File: config.mk
export PLATFORM = sky130hd
export DESIGN_NAME = regfile_bypass_sb
export DESIGN_NICKNAME = d
export VERILOG_FILES = /design/src/rtl/regfile_bypass_sb.sv
export SDC_FILE = /design/constraint.sdc
export NUM_CORES = 2
export LEC_CHECK = 0
export CORE_UTILIZATION = 65
export CTS_BUF_LIST = sky130_fd_sc_hd__clkbuf_8
export DETAILED_ROUTE_END_ITERATION = 10
export PLACE_DENSITY = 0.83
export SLEW_MARGIN = 10
export SYNTH_ARGS = -nofsm -noshare
export SYNTH_HDL_FRONTEND = slang
export SYNTH_SLANG_ARGS = --single-unit
File: constraint.sdc
create_clock -name clk -period 7.8 [get_ports clk]
set_input_delay 1.56 -clock clk [delete_from_list [all_inputs] [get_ports clk]]
set_output_delay 1.56 -clock clk [all_outputs]
set_load 0.05 [all_outputs]
File: src/rtl/regfile_bypass_sb.sv
`default_nettype none
// +----------------------------------------------------------------------------+
// | Module   : regfile_bypass_sb                                               |
// | Purpose  : Decode-stage multi-port register file with same-cycle write     |
// |            bypass and a per-register pending-write scoreboard that stalls  |
// |            decode while a long-latency producer is still in flight.        |
// | Ports    : clk, resetn        - clock (rising edge), async active-low reset |
// |            rd_en/rd_addr      - per read port: operand used, address       |
// |            rd_data            - combinational read data (bypassed)         |
// |            wr_en/wr_addr/     - per write port: strobe, address, data,     |
// |            wr_data/wr_retire    and "completes a scoreboarded producer"    |
// |            iss_valid/iss_dst  - long-latency producer issuing at decode    |
// |            sb_flush           - discard all in-flight producers            |
// |            stall              - decode must hold this cycle                |
// |            sb_err             - one-cycle pulse on counter over/underflow  |
// | Revision : 1.0 - initial release                                           |
// +----------------------------------------------------------------------------+
module regfile_bypass_sb #(
   parameter int DATA_W = 32,
   parameter int NREG   = 32,
   parameter int AW     = 5,
   parameter int NRD    = 2,
   parameter int NWR    = 2,
   parameter int CNT_W  = 2
) (
   input  logic                  clk,
   input  logic                  resetn,
   input  logic [NRD-1:0]        rd_en,
   input  logic [NRD*AW-1:0]     rd_addr,
   output logic [NRD*DATA_W-1:0] rd_data,
   input  logic [NWR-1:0]        wr_en,
   input  logic [NWR*AW-1:0]     wr_addr,
   input  logic [NWR*DATA_W-1:0] wr_data,
   input  logic [NWR-1:0]        wr_retire,
   input  logic                  iss_valid,
   input  logic [AW-1:0]         iss_dst,
   input  logic                  sb_flush,
   output logic                  stall,
   output logic                  sb_err
);

   // Decrement count per register can reach NWR; the arithmetic width is
   // wide enough to hold cnt+1 and the largest decrement without wrapping.
   localparam int c_dec_w = $clog2(NWR + 1);
   localparam int c_sw    = ((CNT_W > c_dec_w) ? CNT_W : c_dec_w) + 2;
   localparam logic [CNT_W-1:0] c_cnt_max = '1;

   logic [DATA_W-1:0]  r_mem     [NREG];
   logic [CNT_W-1:0]   r_cnt     [NREG];
   logic               r_sb_err;

   logic [c_dec_w-1:0] w_dec     [NREG];
   logic [c_sw-1:0]    w_up      [NREG];
   logic [c_sw-1:0]    w_diff    [NREG];
   logic [CNT_W-1:0]   w_cnt_nxt [NREG];
   logic               w_err_any;
   logic [NRD-1:0]     w_hz;

   //--------------------------------------------------------------------------
   // Register array. Ascending port loop: the highest-index port wins when
   // several ports hit the same address. Register 0 is never written.
   //--------------------------------------------------------------------------
   always_ff @(posedge clk or negedge resetn) begin
      if (!resetn) begin
         for (int r = 0; r < NREG; r++) r_mem[r] <= '0;
      end else begin
         for (int w = 0; w < NWR; w++) begin
            if (wr_en[w] && (wr_addr[w*AW +: AW] != '0))
               r_mem[wr_addr[w*AW +: AW]] <= wr_data[w*DATA_W +: DATA_W];
         end
      end
   end

   //--------------------------------------------------------------------------
   // Retire count per register in this cycle.
   //--------------------------------------------------------------------------
   always_comb begin
      for (int r = 0; r < NREG; r++) begin
         w_dec[r] = '0;
         for (int w = 0; w < NWR; w++) begin
            if (wr_en[w] && wr_retire[w] && (wr_addr[w*AW +: AW] == AW'(r)))
               w_dec[r] = w_dec[r] + c_dec_w'(1);
         end
      end
   end

   //--------------------------------------------------------------------------
   // Read ports: bypass from the highest-index matching write port, then
   // the hazard term. A retire that drains the count this cycle clears the
   // hazard because the bypass already supplies the value.
   //--------------------------------------------------------------------------
   for (genvar gi = 0; gi < NRD; gi++) begin : g_rd
      logic [AW-1:0]     w_addr;
      logic [DATA_W-1:0] w_val;

      assign w_addr = rd_addr[gi*AW +: AW];

      always_comb begin
         w_val = r_mem[w_addr];
         for (int w = 0; w < NWR; w++) begin
            if (wr_en[w] && (wr_addr[w*AW +: AW] == w_addr))
               w_val = wr_data[w*DATA_W +: DATA_W];
         end
         if (w_addr == '0) w_val = '0;
      end

      assign rd_data[gi*DATA_W +: DATA_W] = w_val;
      assign w_hz[gi] = rd_en[gi] && (w_addr != '0) &&
                        (c_sw'(r_cnt[w_addr]) != c_sw'(w_dec[w_addr]));
   end

   assign stall = |w_hz;

   //--------------------------------------------------------------------------
   // Counter next state. An issue held by stall is not counted; it is
   // re-presented next cycle. Underflow clamps to 0, overflow holds at max.
   //--------------------------------------------------------------------------
   always_comb begin
      w_err_any = 1'b0;
      for (int r = 0; r < NREG; r++) begin
         w_up[r]      = c_sw'(r_cnt[r]);
         w_diff[r]    = '0;
         w_cnt_nxt[r] = '0;
         if (r != 0) begin
            if (iss_valid && !stall && (iss_dst == AW'(r)))
               w_up[r] = w_up[r] + c_sw'(1);
            if (c_sw'(w_dec[r]) > w_up[r]) begin
               w_err_any = 1'b1;
            end else begin
               w_diff[r] = w_up[r] - c_sw'(w_dec[r]);
               if (w_diff[r] > c_sw'(c_cnt_max)) begin
                  w_cnt_nxt[r] = c_cnt_max;
                  w_err_any    = 1'b1;
               end else begin
                  w_cnt_nxt[r] = CNT_W'(w_diff[r]);
               end
            end
         end
      end
   end

   // Flush wipes every count and suppresses any error from this cycle.
   always_ff @(posedge clk or negedge resetn) begin
      if (!resetn) begin
         for (int r = 0; r < NREG; r++) r_cnt[r] <= '0;
         r_sb_err <= 1'b0;
      end else begin
         for (int r = 0; r < NREG; r++)
            r_cnt[r] <= sb_flush ? '0 : w_cnt_nxt[r];
         r_sb_err <= !sb_flush && w_err_any;
      end
   end

   assign sb_err = r_sb_err;

endmodule
`default_nettype wire

# ---- After elaboration in Yosys (flattened, before gate mapping)
# Cells that the tools add are included.
dict set report classes {
  n_mux 282
  magnitude_cmp 68
  addsub 94
  reduce_logical 122
  eq_ne 99
  bitwise_logic 4
}
# cell n
set ops {}
lappend ops {{bitwise mux 1024 bit} 2}
lappend ops {{2-to-1 mux 1024 bit} 2}
lappend ops {{2-to-1 mux 32 bit} 12}
lappend ops {{binary-select mux 32 bit (select 5 bit)} 2}
lappend ops {{demux 32 bit (select 5 bit)} 2}
lappend ops {{2-to-1 mux 2 bit} 133}
lappend ops {{equality test 5 bit, second input constant} 48}
lappend ops {{greater-than comparator 2 x 4 -> 1 bit} 31}
lappend ops {{greater-than comparator 4 x 2 -> 1 bit, second input constant} 31}
lappend ops {{subtractor 4 x 2 -> 4 bit} 31}
lappend ops {{equality test 5 x 4 -> 1 bit, second input constant} 24}
lappend ops {{logical AND 1 bit} 111}
lappend ops {{2-to-1 mux 1 bit} 94}
lappend ops {{adder 2 x 1 -> 3 bit, second input constant} 31}
lappend ops {{2-to-1 mux 3 bit} 31}
lappend ops {{adder 2 x 1 -> 2 bit, second input constant} 32}
lappend ops {{equality test 5 x 3 -> 1 bit, second input constant} 12}
lappend ops {{binary-select mux 2 bit (select 5 bit)} 4}
lappend ops {{equality test 5 x 2 -> 1 bit, second input constant} 6}
lappend ops {{>= comparator 6 bit, second input constant} 4}
lappend ops {{inverter 5 -> 6 bit} 4}
lappend ops {{equality test 5 bit} 4}
lappend ops {{zero test 5 bit} 4}
lappend ops {{nonzero test 5 bit} 4}
lappend ops {{other kinds (5)} 10}
dict set report word_totals {
  output_inout_bits 66
  in_bits 99
  ff_bits 1087
  word_cells 733
}

# ---- Depth between registers and ports, before layout
dict set report depth {
  depth_word 80
  depth_mapped 29
  mapped_depth_nobuf 26
}

# ---- Worst setup path after synthesis
# Ideal clock, no wire load.
dict set report synth_path {
  path_type {input port to flip-flop}
  from {input port wr_addr[2]}
  to {register r_sb_err, in the netlist sb_err}
  arrival_time_ps 7449
  setup_time_ps 137
  required_ps 7663
  stages 27
  path_buffers 5
  setup_slack_ps 214
  path_cell_list {clkbuf_1 -> clkbuf_1 -> nor2b_1 -> nand4b_1 -> clkbuf_1 -> clkbuf_1 -> nor2_1 -> ha_1 -> mux4_2 -> a22o_1 -> a221oi_1 -> xnor2_1 -> nor3_2 -> o22ai_2 -> clkbuf_1 -> nor3_1 -> xnor2_1 -> ha_1 -> inv_1 -> fa_1 -> inv_1 -> ha_1 -> nand3_1 -> o32ai_1 -> nand3_1 -> nor4_1 -> a31oi_1}
}
dict set report synth_via {
  elab_chain_cells 80
  word_cells_on_any_way 391
  cone_classes {add/sub (63); order compare (62); eq/ne (33); mux (163); reduce/logical (70)}
}
# item line
set synth_lines {}
lappend synth_lines {{start, declared} 32} ;# input logic [NWR*AW-1:0] wr_addr,
lappend synth_lines {{equality test 5 bit, or another cell as far along} 81} ;# if (wr_en[w] && wr_retire[w] && (wr_addr[w*AW +: AW] == AW'(r)))
lappend synth_lines {{logical AND 1 bit} 81}
lappend synth_lines {{2-to-1 mux 1 bit} 81}
lappend synth_lines {{adder 2 x 1 -> 2 bit} 82} ;# w_dec[r] = w_dec[r] + c_dec_w'(1);
lappend synth_lines {{2-to-1 mux 2 bit} 81}
lappend synth_lines {{binary-select mux 2 bit (select 5 bit)} 109} ;# (c_sw'(r_cnt[w_addr]) != c_sw'(w_dec[w_addr]));
lappend synth_lines {{2-to-1 mux 2 bit (implied by the code) (2 in series)} 109}
lappend synth_lines {{inequality test 2 bit} 109}
lappend synth_lines {{[2 not listed]} --}
lappend synth_lines {{via stall} 38} ;# output logic stall,
lappend synth_lines {{[61 not listed]} --}
lappend synth_lines {{2-to-1 mux 1 bit} 127} ;# if (c_sw'(w_dec[r]) > w_up[r]) begin
lappend synth_lines {{2-to-1 mux 1 bit} 131} ;# if (w_diff[r] > c_sw'(c_cnt_max)) begin
lappend synth_lines {{2-to-1 mux 1 bit} 127}
lappend synth_lines {{2-to-1 mux 1 bit} 131}
lappend synth_lines {{2-to-1 mux 1 bit} 127}
lappend synth_lines {{2-to-1 mux 1 bit} 131}
lappend synth_lines {{2-to-1 mux 1 bit *} 127}
lappend synth_lines {{logical AND 1 bit *} 150} ;# r_sb_err <= !sb_flush && w_err_any;
lappend synth_lines {{end signal, assigned} 150}
lappend synth_lines {{end, declared} 50} ;# logic r_sb_err;
# Mark *: on every way through the listed nets, which the timed path passes. The rest lies on a longest branch. The select of a mux whose other input is x is not followed.

# ---- Worst setup path after layout
dict set report layout_path {
  from {input port wr_addr[0]}
  to {output port rd_data[2]}
}
dict set report layout_via {
  elab_chain_cells 5
}
# item line
set layout_lines {}
lappend layout_lines {{equality test 5 bit} 101} ;# if (wr_en[w] && (wr_addr[w*AW +: AW] == w_addr))
lappend layout_lines {{logical AND 1 bit} 101}
lappend layout_lines {{2-to-1 mux 32 bit (2 in series)} 101}
lappend layout_lines {{2-to-1 mux 32 bit} 104} ;# if (w_addr == '0) w_val = '0;
lappend layout_lines {{end, declared} 30} ;# output logic [NRD*DATA_W-1:0] rd_data,
# Every way passes these cells.

==> out/qor.yml <==
clocking:
  path_clk_slew_ns: 0.06
  cts-htree-levels: 4
  root_buffer: "clkbuf_8"
  cts_made_buffers: 184
  cts_tree: "done"
  clk_latency_ns: 0.94
  postCtsSetupBuffers: 0
  postCtsResizedCells: 0
  cts_hold_buf: 0
  cts_sinks: 1087
  cts_buffer_depth: 3
routing:
  top_layer: "met5"
  wl_per_cell_microns: 31.17
  vias: 62000
  m1WireLength_microns: 85850
  avgViaCountPerCell: 7.383
  dr.pass1.iters: 8
  routed_wl_microns: 261700
  drt_iter0_markers: 9986
  wl_met3_microns: 38800
  ant_nets: 0
  drc: 0
  dr_wl_met2_microns: 113000
finish:
  fin_nets: 7027
  drive_above_1_share_pct: 20.28
  synthToLayoutAreaGrowth_pct: 9.865
  finish.utilization_pct: 72.15
  design_area_sq_um: 81280
  nFillCells: 7561
sta:
  min_period_ns: 7.379
  rsz0062_at_grt: "no"
  relSlewSlack_pct: 7.162
  final_hold_viol_count: 0
  setup_viol: 0
  slew_viol_final: 0
  tightest_slew_ns: 1.389
  post-route-period-util_pct: 94.60
  fmax_mhz: 135.5
  whs_ns: 0.3935
  fin_worst_skew_ns: 0.04262
setup_path:
  critPathRequiredTime_ns: 6.24
  crit_buf_inv: 3
  path_cells: "clkdlybuf4s50_1 > buf_4 > xor2_1 > nor4_1 > nand3_4 > a211oi_1 > a21oi_1 > nor2_1 > clkdlybuf4s50_1"
  cp_max_fo: 28
  r2r-start: "r_cnt[7]$_DFF_PN0_"
  slowest_delay_ns: 0.98
  startpoint: "wr_addr[0]"
  critPathSlowestCell: "clkdlybuf4s50_1"
  crit_path_frequent_cell: "clkdlybuf4s50_1"
  cp_top_family: "simple AND/OR/NAND/NOR gates"
  start_kind: "input pin"
  path_class: "in -> out"
  r2r_slack_ns: 2.53
  worstSetupEndpointType: "primary output"
  arrival_ns: 5.82
floorplan:
  ios: 165
  rows: 123
  start_util_pct: 65.67
  die_area_sq_um: 115200
  placeableCoreArea_sq_um: 112700
  die_w_microns: 339.4
  die_y_microns: 339.4
job:
  cap_violations: 0
grt:
  antenna_found_initial: 18
  first_global_vias: 62770
  grt_start_max_net_pins: 169
  grt_pass1_wl_microns: 388600
  grt-ovfl-total: 0
  grt_usage_pct: 45.49
synthesis:
  yosysMostFrequentCell: "dfrtp_1"
  synthCells: 6903
  synthDistinctLibCells: 52
  avgSynthCellArea_sq_um: 10.72
  synth_commonest_cells: "1087 x dfrtp_1, 1076 x mux2i_1, 883 x nor2_1"
  synthFlopType: "dfrtp_1"
  syn_nets: 7189
  ys_seq_area_share_pct: 36.77
  synth_edf_count: 0
  synth_warnings: 0
  synth_top_cell_by_area: "dfrtp_1"
  synth_top_area_share_pct: 36.77
  async_flop_share_pct: 100.0
  netlist_top_cells_area: "dfrtp_1 37%, mux4_2 21%, mux2i_1 15%, a21oi_1 4.9%, nor2_1 4.5%"
  ys_ff_latch: 1087
  syn_area_sq_um: 73980
placed_design:
  routabilityCongestion: 0.9942
  port_buffers: 164
  place_area_sq_um: 77430
  dp_hpwl_microns: 149200
run_status:
  run_status: "finished clean"
power:
  p_per_area_nw_per_um2: 246.2
  finalPower_mw: 20.01
  leakage_nw: 35.25
  vdd_drop_max_v: 0.0001743
worst_hold_path:
  hp-start: "r_mem[1018]$_DFF_PN0_"
  hp-class: "reg -> reg"
routing by layer:
metal | GRT usage [%] | vias to the layer above
met4 | 35.70 | 10
met2 | 65.61 | 5513
met1 | 56.31 | 30010
met3 | 15.63 | 1613
met5 | 0 | -
li1 | - | 24860
registers in the layout, summed over array words and instances (netlist names):
register  flops
r_cnt        62
r_mem      1024
sb_err        1
path summary, 6_finish.rpt:
check | cells past startpoint | to
max in group asynchronous | 3 | r_mem[860]$_DFF_PN0_
hold / removal | 0 | r_mem[1018]$_DFF_PN0_
setup reg to reg | 20 | sb_err$_DFF_PN0_
setup / recovery | 9 | rd_data[2]
min in group asynchronous | 1 | r_cnt[4]$_DFF_PN0_
hold reg to reg | 0 | r_mem[1018]$_DFF_PN0_
worst register-to-register path, cell delays in order, from the launching register on:
cell and delay [ns]:
dfrtp_1 0.47, mux4_2 0.48, mux2i_1 0.23, xor2_1 0.24, mux2i_1 0.11, a311o_1 0.41, o22ai_2 0.37, nor2_1 0.12
buf_4 0.20, nand3_1 0.14, xor2_1 0.17, ha_1 0.16, inv_1 0.07, fa_1 0.43, inv_1 0.09, ha_1 0.16
nand3_1 0.08, o32ai_1 0.36, nand4_1 0.33, nor4_1 0.39, a31oi_1 0.12
cell usage in the layout (no fill, tap or decap), drive strengths merged, types with 4 or more instances in the layout:
master         count
dfrtp           1087
mux2i           1076
nor2             883
a21oi            725
mux4             698
nand2            428
o21ai            369
buf              326
clkbuf           237
inv              209
ha               156
clkdlybuf4s50    150
a211oi           122
nand3             57
xor2              46
nand4             39
mux2              33
fa                31
nor2b             29
nor3              29
xnor2             23
clkinv            22
nor4              18
o22ai             13
nand2b            12
diode             11
o32ai              9
and2               7
a221oi             7
a22o               5
a22oi              5
or2                4
kinds of logic (layout without fill, tap and decap cells):
family | count (synthesis) | after routing | share of synthesized area [%]
AO/OA/AOI/OAI | 1268 | 1268 | 9.246
XOR/XNOR | 69 | 69 | 0.8168
adder cells (fa/ha/maj) | 187 | 187 | 3.477
buffers and inverters | 964 | 948 | 5.074
flip-flops | 1087 | 1087 | 36.77
multiplexers | 1807 | 1807 | 36.31
other | 0 | 11 | 0
AND/OR/NAND/NOR | 1521 | 1521 | 8.312
cell type report:
cell class / count / area (sq um) / area share (%)
Inverter: 140 / 525.5 / 0.6465
Antenna cell: 11 / 27.53 / 0.03387
Timing Repair Buffer: 476 / 4352 / 5.354
Clock inverter: 95 / 550.5 / 0.6773
Clock buffer: 237 / 3262 / 4.013
Tap cell: 1500 / 1877 / 2.309
Sequential cell: 1087 / 27200 / 33.47
Multi-Input combinational cell: 4852 / 43490 / 53.50
through the flow:
stage / setup TNS (ns) / worst slack, ns / std cells
after floorplan: 0 / 0.2139 / 6903
after global placement: 0 / 0.1877 / 8054
after detailed placement: -0.009527 / -0.009527 / 8054
after CTS: 0 / 0.7717 / 8386
after global routing: 0 / 0.4447 / 8397
final: 0 / 0.4210 / 8398
report_power, final:
group          internal [mW]  switching [mW]
Combinational           3.26            3.00
Sequential              7.11            1.24
Clock                   2.81            2.60
Power figures use the tool's default switching activity.
